==> src/rtl/stream_xor_cipher_if.sv <==
// stream_xor_cipher_if
//   Bundle of every stream_xor_cipher signal other than clk/rst: the key
//   control inputs, the input and output valid/ready word channels, and the
//   status outputs.
//   slave  = view of the cipher block itself.
//   master = view of whatever drives the block (front end plus sink).
//   Build option: STREAM_XOR_PARITY_EN adds the out_parity signal.
interface stream_xor_cipher_if #(
  parameter int DATA_W = 4,
  parameter int CNT_W  = 16
);

  // Key control
  logic              key_load;
  logic [DATA_W-1:0] key_in;
  logic              key_clear;

  // Input word channel
  logic              in_valid;
  logic              in_ready;
  logic [DATA_W-1:0] in_data;

  // Output word channel
  logic              out_valid;
  logic              out_ready;
  logic [DATA_W-1:0] out_data;
`ifdef STREAM_XOR_PARITY_EN
  logic              out_parity;
`endif

  // Status
  logic [CNT_W-1:0]  word_cnt;
  logic              keyed;

  modport slave (
    input  key_load,
    input  key_in,
    input  key_clear,
    input  in_valid,
    output in_ready,
    input  in_data,
    output out_valid,
    input  out_ready,
    output out_data,
`ifdef STREAM_XOR_PARITY_EN
    output out_parity,
`endif
    output word_cnt,
    output keyed
  );

  modport master (
    output key_load,
    output key_in,
    output key_clear,
    output in_valid,
    input  in_ready,
    output in_data,
    input  out_valid,
    output out_ready,
    input  out_data,
`ifdef STREAM_XOR_PARITY_EN
    input  out_parity,
`endif
    input  word_cnt,
    input  keyed
  );

endinterface

==> src/rtl/stream_xor_cipher.sv <==
// stream_xor_cipher
//   Clocked stream XOR cipher. Each accepted DATA_W-bit word is XORed with a
//   rolling key, which then rotates left by ROT_STEP mod DATA_W bits. The
//   result is held in a single registered output stage behind a valid/ready
//   handshake. Because the operation is symmetric, the same block reloaded
//   with the same key decrypts its own output.
//   Control: IDLE (no key, input closed) / RUN (keyed, input open).
//   Build option: STREAM_XOR_PARITY_EN adds out_parity (even parity of
//   out_data), registered alongside out_data.
//   Parameters: DATA_W must be >= 2; ROT_STEP mod DATA_W == 0 gives a fixed
//   key, which is the legacy encoder behaviour.
module stream_xor_cipher #(
  parameter int DATA_W   = 4,
  parameter int ROT_STEP = 1,
  parameter int CNT_W    = 16
) (
  input  logic                clk,
  input  logic                rst,
  stream_xor_cipher_if.slave  bus
);

  // Effective rotate amount; a multiple of DATA_W reduces to no rotation.
  localparam int ROT_AMT = ROT_STEP % DATA_W;

  typedef enum logic [0:0] {
    ST_IDLE = 1'b0,
    ST_RUN  = 1'b1
  } state_e;

  // Rotate a key left by ROT_AMT bits. ROT_AMT == 0 returns the key
  // unchanged.
  function automatic logic [DATA_W-1:0] rotl(input logic [DATA_W-1:0] v);
    if (ROT_AMT == 0) begin
      return v;
    end
    return (v << ROT_AMT) | (v >> (DATA_W - ROT_AMT));
  endfunction

  state_e             r_state;
  state_e             w_state_nxt;
  logic [DATA_W-1:0]  r_key;
  logic [DATA_W-1:0]  r_out_data;
  logic               r_out_valid;
  logic [CNT_W-1:0]   r_word_cnt;
  logic               w_in_ready;
  logic               w_accept;
  logic               w_keyed;
  logic [DATA_W-1:0]  w_cipher;

  // NOTE: state registers use non-blocking assignments. All flops then
  // update together at the clock edge, so no read order between blocks can
  // make one register see another register's new value.
  // State register.
  always_ff @(posedge clk or posedge rst) begin
    if (rst) begin
      r_state <= ST_IDLE;
    end else begin
      r_state <= w_state_nxt;
    end
  end

  // NOTE: every signal written here is given a default before the case
  // statement. A path that leaves a signal unassigned would infer a latch.
  // Next-state and handshake decode. key_clear wins over key_load.
  always_comb begin
    w_state_nxt = r_state;
    w_keyed     = 1'b0;
    w_in_ready  = 1'b0;
    case (r_state)
      ST_IDLE: begin
        if (!bus.key_clear && bus.key_load) begin
          w_state_nxt = ST_RUN;
        end
      end
      ST_RUN: begin
        w_keyed    = 1'b1;
        // Open for a word when the output stage is empty or draining now.
        w_in_ready = ~r_out_valid | bus.out_ready;
        if (bus.key_clear) begin
          w_state_nxt = ST_IDLE;
        end
      end
      default: begin
        w_state_nxt = ST_IDLE;
      end
    endcase
  end

  assign w_accept = bus.in_valid & w_in_ready;
  assign w_cipher = bus.in_data ^ r_key;

  // Key register. A load or clear replaces the key outright. In the same
  // cycle as an accept, the word has already used the old key, so the
  // rotation is dropped.
  always_ff @(posedge clk or posedge rst) begin
    if (rst) begin
      r_key <= '0;
    end else if (bus.key_clear) begin
      r_key <= '0;
    end else if (bus.key_load) begin
      r_key <= bus.key_in;
    end else if (w_accept) begin
      r_key <= rotl(r_key);
    end
  end

  // Accepted-word counter. It restarts at every key change and wraps
  // silently at 2^CNT_W.
  always_ff @(posedge clk or posedge rst) begin
    if (rst) begin
      r_word_cnt <= '0;
    end else if (bus.key_clear || bus.key_load) begin
      r_word_cnt <= '0;
    end else if (w_accept) begin
      r_word_cnt <= r_word_cnt + 1'b1;
    end
  end

  // Output stage. It captures the ciphered word on accept and otherwise
  // holds until the sink takes it. A pending word survives key_clear and
  // key_load.
  always_ff @(posedge clk or posedge rst) begin
    if (rst) begin
      r_out_valid <= 1'b0;
      r_out_data  <= '0;
    end else if (w_accept) begin
      r_out_valid <= 1'b1;
      r_out_data  <= w_cipher;
    end else if (bus.out_ready) begin
      r_out_valid <= 1'b0;
    end
  end

`ifdef STREAM_XOR_PARITY_EN
  logic r_out_parity;

  // Parity of the captured word, loaded and held exactly like out_data.
  always_ff @(posedge clk or posedge rst) begin
    if (rst) begin
      r_out_parity <= 1'b0;
    end else if (w_accept) begin
      r_out_parity <= ^w_cipher;
    end
  end

  assign bus.out_parity = r_out_parity;
`endif

  assign bus.in_ready  = w_in_ready;
  assign bus.out_valid = r_out_valid;
  assign bus.out_data  = r_out_data;
  assign bus.word_cnt  = r_word_cnt;
  assign bus.keyed     = w_keyed;

endmodule

==> src/flat_wrapper.sv <==
// flat-port wrapper written by rule: the top's interface ports become plain ports
module stream_xor_cipher_flat 
#(
  parameter int DATA_W   = 4,
  parameter int ROT_STEP = 1,
  parameter int CNT_W    = 16
)
  (clk, rst, bus_key_load, bus_key_in, bus_key_clear, bus_in_valid, bus_in_ready, bus_in_data, bus_out_valid, bus_out_ready, bus_out_data, bus_word_cnt, bus_keyed);
  stream_xor_cipher_if #(.DATA_W(DATA_W), .CNT_W(CNT_W)) bus_i ();
  input  logic clk;
  input  logic rst;
  input wire logic [$bits(bus_i.key_load)-1:0] bus_key_load;
  input wire logic [$bits(bus_i.key_in)-1:0] bus_key_in;
  input wire logic [$bits(bus_i.key_clear)-1:0] bus_key_clear;
  input wire logic [$bits(bus_i.in_valid)-1:0] bus_in_valid;
  output wire logic [$bits(bus_i.in_ready)-1:0] bus_in_ready;
  input wire logic [$bits(bus_i.in_data)-1:0] bus_in_data;
  output wire logic [$bits(bus_i.out_valid)-1:0] bus_out_valid;
  input wire logic [$bits(bus_i.out_ready)-1:0] bus_out_ready;
  output wire logic [$bits(bus_i.out_data)-1:0] bus_out_data;
  output wire logic [$bits(bus_i.word_cnt)-1:0] bus_word_cnt;
  output wire logic [$bits(bus_i.keyed)-1:0] bus_keyed;
  assign bus_i.key_load = bus_key_load;
  assign bus_i.key_in = bus_key_in;
  assign bus_i.key_clear = bus_key_clear;
  assign bus_i.in_valid = bus_in_valid;
  assign bus_in_ready = bus_i.in_ready;
  assign bus_i.in_data = bus_in_data;
  assign bus_out_valid = bus_i.out_valid;
  assign bus_i.out_ready = bus_out_ready;
  assign bus_out_data = bus_i.out_data;
  assign bus_word_cnt = bus_i.word_cnt;
  assign bus_keyed = bus_i.keyed;
  stream_xor_cipher #(.DATA_W(DATA_W), .ROT_STEP(ROT_STEP), .CNT_W(CNT_W)) u_core (.clk(clk), .rst(rst), .bus(bus_i));
endmodule
==> config.mk <==
export PLATFORM = sky130hd
export DESIGN_NAME = stream_xor_cipher_flat
export DESIGN_NICKNAME = d
export VERILOG_FILES = /design/src/rtl/stream_xor_cipher_if.sv /design/src/rtl/stream_xor_cipher.sv /design/src/flat_wrapper.sv
export SDC_FILE = /design/constraint.sdc
export NUM_CORES = 1
export LEC_CHECK = 0
export CORE_MARGIN = 2
export CORE_UTILIZATION = 50
export DETAILED_ROUTE_END_ITERATION = 10
export PLACE_DENSITY_LB_ADDON = 0.12
export SYNTH_ARGS = -nofsm -noshare
export SYNTH_HDL_FRONTEND = slang
export SYNTH_SLANG_ARGS = --single-unit
==> constraint.sdc <==
create_clock -name clk -period 3.6 [get_ports clk]
set_input_delay 0.54 -clock clk [delete_from_list [all_inputs] [get_ports clk]]
set_output_delay 0.54 -clock clk [all_outputs]
set_load 0.02 [all_outputs]
======== After elaboration in Yosys (flattened, before gate mapping) ========
Cells that the tools add are included.
storage, ports and cells
  register bits ........................... 26
  word-level logic and storage cells ...... 30
  output and inout port bits .............. 23
  bits of input ports ..................... 14
operators by class
  reductions and logical operators ........ 6
  multiplexer cells ....................... 12
  bitwise logic cells ..................... 6
  add/subtract/negate cells ............... 1
operator list
  kind                   count
  $mux 16                2
  $add 16x1->16 const B  1
  $mux 4                 3
  $mux 1                 6
  $or 4x1->4             1
  $reduce_bool 2->1      2
  $xor 4x4->4            1
  $reduce_bool 3->1      1
  $not 1->1              2
  $pmux 1 s2             1
  $and 1x1->1            1
  $logic_and 1x1->1      1
  $logic_not 1->1        1
  $logic_or 1x1->1       1
  $or 1x1->1             1

======== Logic depth before layout (Yosys ltp) ========
  depth in word-level cells ............... 7
  gate-level depth with buffers ........... 6
  depth with buffers taken out ............ 5

======== Worst setup path after synthesis ========
No wires, ideal clock.
  path type ............................... flip-flop to flip-flop
  start point ............................. reg u_core.r_word_cnt[6] (netlist: u_core.bus.word_cnt[6])
  end point ............................... reg u_core.r_word_cnt[15] (netlist: u_core.bus.word_cnt[15])
  path slack .............................. 1700 ps
  cell stages (with the launch flop) ...... 6
  arrival time ............................ 1822 ps
  data required time ...................... 3522 ps
  clock period less this slack ............ 1900 ps
  library setup time ...................... 78 ps
  path buffers ............................ 1
  cells stage by stage .................... dfrtp_1 > nand4_2 > or3_1 > buf_2 > or4_1 > a21oi_1
on the way
  cells in the longest elaborated chain, start to end .. 3
ends and longest elaborated chain
  what                      RTL line                  RTL
  start: declaration        stream_xor_cipher.sv:44   logic [CNT_W-1:0] r_word_cnt;
  start signal: assignment  stream_xor_cipher.sv:115  r_word_cnt <= r_word_cnt + 1'b1;
  $add 16x1->16             stream_xor_cipher.sv:115
  $mux 16                   stream_xor_cipher.sv:114  end else if (w_accept) begin
  $mux 16                   stream_xor_cipher.sv:112  end else if (bus.key_clear || bus.key_load) begin
Every way passes these cells. The select of a mux whose other input is x is not followed.
A chain may end at the register's enable or synchronous reset.

======== Worst setup path in the final report ========
  start point ............................. in bus_out_ready
  end point ............................... out bus_in_ready
on the way
  cells in the longest elaborated chain, start to end .. 2
ends and longest elaborated chain
  what                RTL line                 RTL
  start: declaration  flat_wrapper.sv:19       input wire logic [$bits(bus_i.out_ready)-1:0] bus_out_ready;
  $or 1x1->1          stream_xor_cipher.sv:78  w_in_ready = ~r_out_valid | bus.out_ready;
  $mux 1              stream_xor_cipher.sv:69  case (r_state)
  end: declaration    flat_wrapper.sv:16       output wire logic [$bits(bus_i.in_ready)-1:0] bus_in_ready;
Every way passes these cells.

==> out/results.txt <==
Yosys reg bits - 26
Fmax - 0.364 GHz
Number of I/O pins - 37
Routability cong. - 0.780
Antenna diode count - 0
CP arrival - 2.21 ns
Max Slew Vio Count - 0
Post-CTS setup buffers - 0
Placed cells - 195
Final setup viols - 0
Most frequent CP cell - clkdlybuf4s50_1
Final hold violations - 0
Delay-heaviest family, CP - buffers and inverters
Die area - 3010 um^2
Critical path buffer and inverter count - 2
Slowest cell delay on critical path - 0.60 ns
GRT Overall Usage - 19.8%
Avg WL per Cell - 13.8 um
Power density over the cells - 359 nW/um^2
Setup TNS - 0 ns
Power Total - 0.616 mW
Worst path required time - 3.06 ns
Area of the multi-input gates - 613 um^2
CP Max Fanout - 16
CTS tree - built
Most common library cell in the layout ignoring fill and taps - clkdlybuf4s50_1
Register area - 651 um^2
Grt ovf - 0
Area growth syn-to-layout - 32.7%
Max-cap check violation count - 0
CP max-delay cell - clkdlybuf4s50_1
RSZ-0062 raised after global routing - false
Via density per instance - 5.75
Vias in the first global route - 965
Status - finished, final reports clean
Rows - 18
HPWL Detailed - 2020 um
Nets - 185
Core Region - 2450 um^2
Largest net degree at the start of global routing - 27
CTS Hold Buffers Added - 0
Layout fillers - 203
Fin crit share - 76.4%
Hold Path Class - flip-flop to flip-flop
Resized cells post-CTS - 0
Drt pass-1 iters - 4
Synthesis Warnings - 0
Mapped Area - 1290 um^2
Die Y-Extent - 54.9 um
Clock buffer depth - 2
WS Path Type - input pin to output pin
Htree depth - 1
First-pass GRT wire length - 4260 um
Initial core utilization - 52.8%
Port Buf Inserts - 36
Synthesized netlist net count - 151
Share of layout cells above drive strength 1 - 4.73%
Num CTS Buffers - 3
Leak pwr - 0.683 nW
Drt drc - 0
Post-layout min period - 2.75 ns
Die width - 54.9 um
Starting DRT DRC Count - 23
Slew margin rel. - 35.0%
Commonest non-fill, non-tap cells in the layout - clkdlybuf4s50_1 (36), dfrtp_1 (26), nand2_1 (13)
Synthesized instance count - 136
Worst setup SP type - input pin
Final WL - 2760 um
DRT antenna net count - 0
Setup Skew - 0.00815 ns
Crit path capture type - output pin
Initial antenna violation count - 0
Final non-filler cell total - 199
Worst Max-Slew Pin Slew - 0.974 ns
Worst skew pair latency - 0.33 ns
Register area share after synthesis - 50.2%
Max VDD drop - 0.336 mV
Clock sinks - 26
Via count - 1,144
Avg Inst Size Synth - 9.52 um^2
Unique masters post-synth - 27
Clock slew at reported path FFs - 0.14 ns
Critical path, cell by cell - clkdlybuf4s50_1 > nand2b_1 > and2_1 > clkdlybuf4s50_1
Clock Tree Root - clkbuf_4
## worst register-to-register path, stage by stage, from the launching register on
cell	delay [ns]
dfrtp_1	0.49
nand4_2	0.17
or3_1	0.52
or4_1	0.53
a21oi_1	0.16
## path summary, 6_finish.rpt
path,to,depth (start not counted),slack (ns),start
hold / removal,u_core.bus.out_data[1],2,0.49,u_core.bus.out_data[1]
min in group asynchronous,u_core.bus.out_data[1],2,0.72,rst
setup / recovery,bus_in_ready,4,0.85,bus_out_ready
hold reg to reg,u_core.bus.out_data[1],2,0.49,u_core.bus.out_data[1]
max in group asynchronous,u_core.bus.word_cnt[10],2,2.28,rst
setup reg to reg,u_core.bus.word_cnt[15],4,1.67,u_core.bus.word_cnt[5]
## per-layer routing
metal	wire [um]	vias to the layer above	GRT usage, %
met3	122	5	2.42
met4	40	0	6.10
met1	1250	552	27.2
met5	0	-	0
met2	1340	32	32.7
li1	-	555	-
## per-stage QoR
| stage | util, % | worst slack (ns) | hold slack [ns] | area (um^2) |
|---|---|---|---|---|
| after global routing | 70.0 | 0.756 | 0.529 | 1720 |
| after CTS | 70.0 | 0.859 | 0.502 | 1720 |
| after detailed placement | 67.8 | 0.861 | 0.470 | 1670 |
| after floorplan | - | 1.70 | 0.559 | 1290 |
| final | 70.0 | 0.849 | 0.494 | 1720 |
| after global placement | 67.8 | 0.883 | 0.461 | 1670 |
## logic make-up after synthesis
group                      after synthesis  share of synthesized area [%]
and+or+nand+nor                         64                           27.4
AOI/OAI and AO/OA                       27                           12.2
DFF                                     26                           50.2
xor gates and xnor gates                10                           6.76
buffers and inverters                    8                           2.41
adders and majority gates                1                          0.966
## registers in the layout, indices dropped and copies added, names as in the netlist
name	flops
u_core.r_state	1
u_core.r_key	4
u_core.bus.out_valid	1
u_core.bus.out_data	4
u_core.bus.word_cnt	16
## where the power goes
part	switching (mW)	leakage, nW	internal [mW]
combinational	0.0496	0.305	0.0484
sequential	0.00995	0.351	0.307
clock	0.0880	0.0279	0.113
## area by class of cell
class / count / area share [%]
clock buffer: 3 / 1.31
clock inverter: 1 / 1.75
inverter: 1 / 0.218
multi-input combinational: 102 / 35.7
sequential: 26 / 37.9
tap: 30 / 2.18
timing repair buffer: 36 / 21.0
## Yosys cell counts
library cell   n  area (um^2)
a211oi_1       4         30.0
a21oi_1       10         50.1
and2_1         3         18.8
and3_1         5         31.3
and4_1         1         8.76
and4_2         1         10.0
buf_2          1         5.00
clkbuf_1       6         22.5
dfrtp_1       26          651
ha_1           1         12.5
inv_1          1         3.75
nand2_1       13         48.8
nand2b_1       1         6.26
nand3_1        6         30.0
nand3b_1       1         7.51
nand4_1        4         25.0
nand4_2        1         12.5
nor2_1         8         30.0
nor2b_1        4         25.0
nor3_1         4         20.0
o21ai_0        8         40.0
o31ai_1        5         37.5
or2_2          2         12.5
or3_1          5         31.3
or4_1          5         37.5
xnor2_1        5         43.8
xor2_1         5         43.8
(Power assumes the default switching activity.)
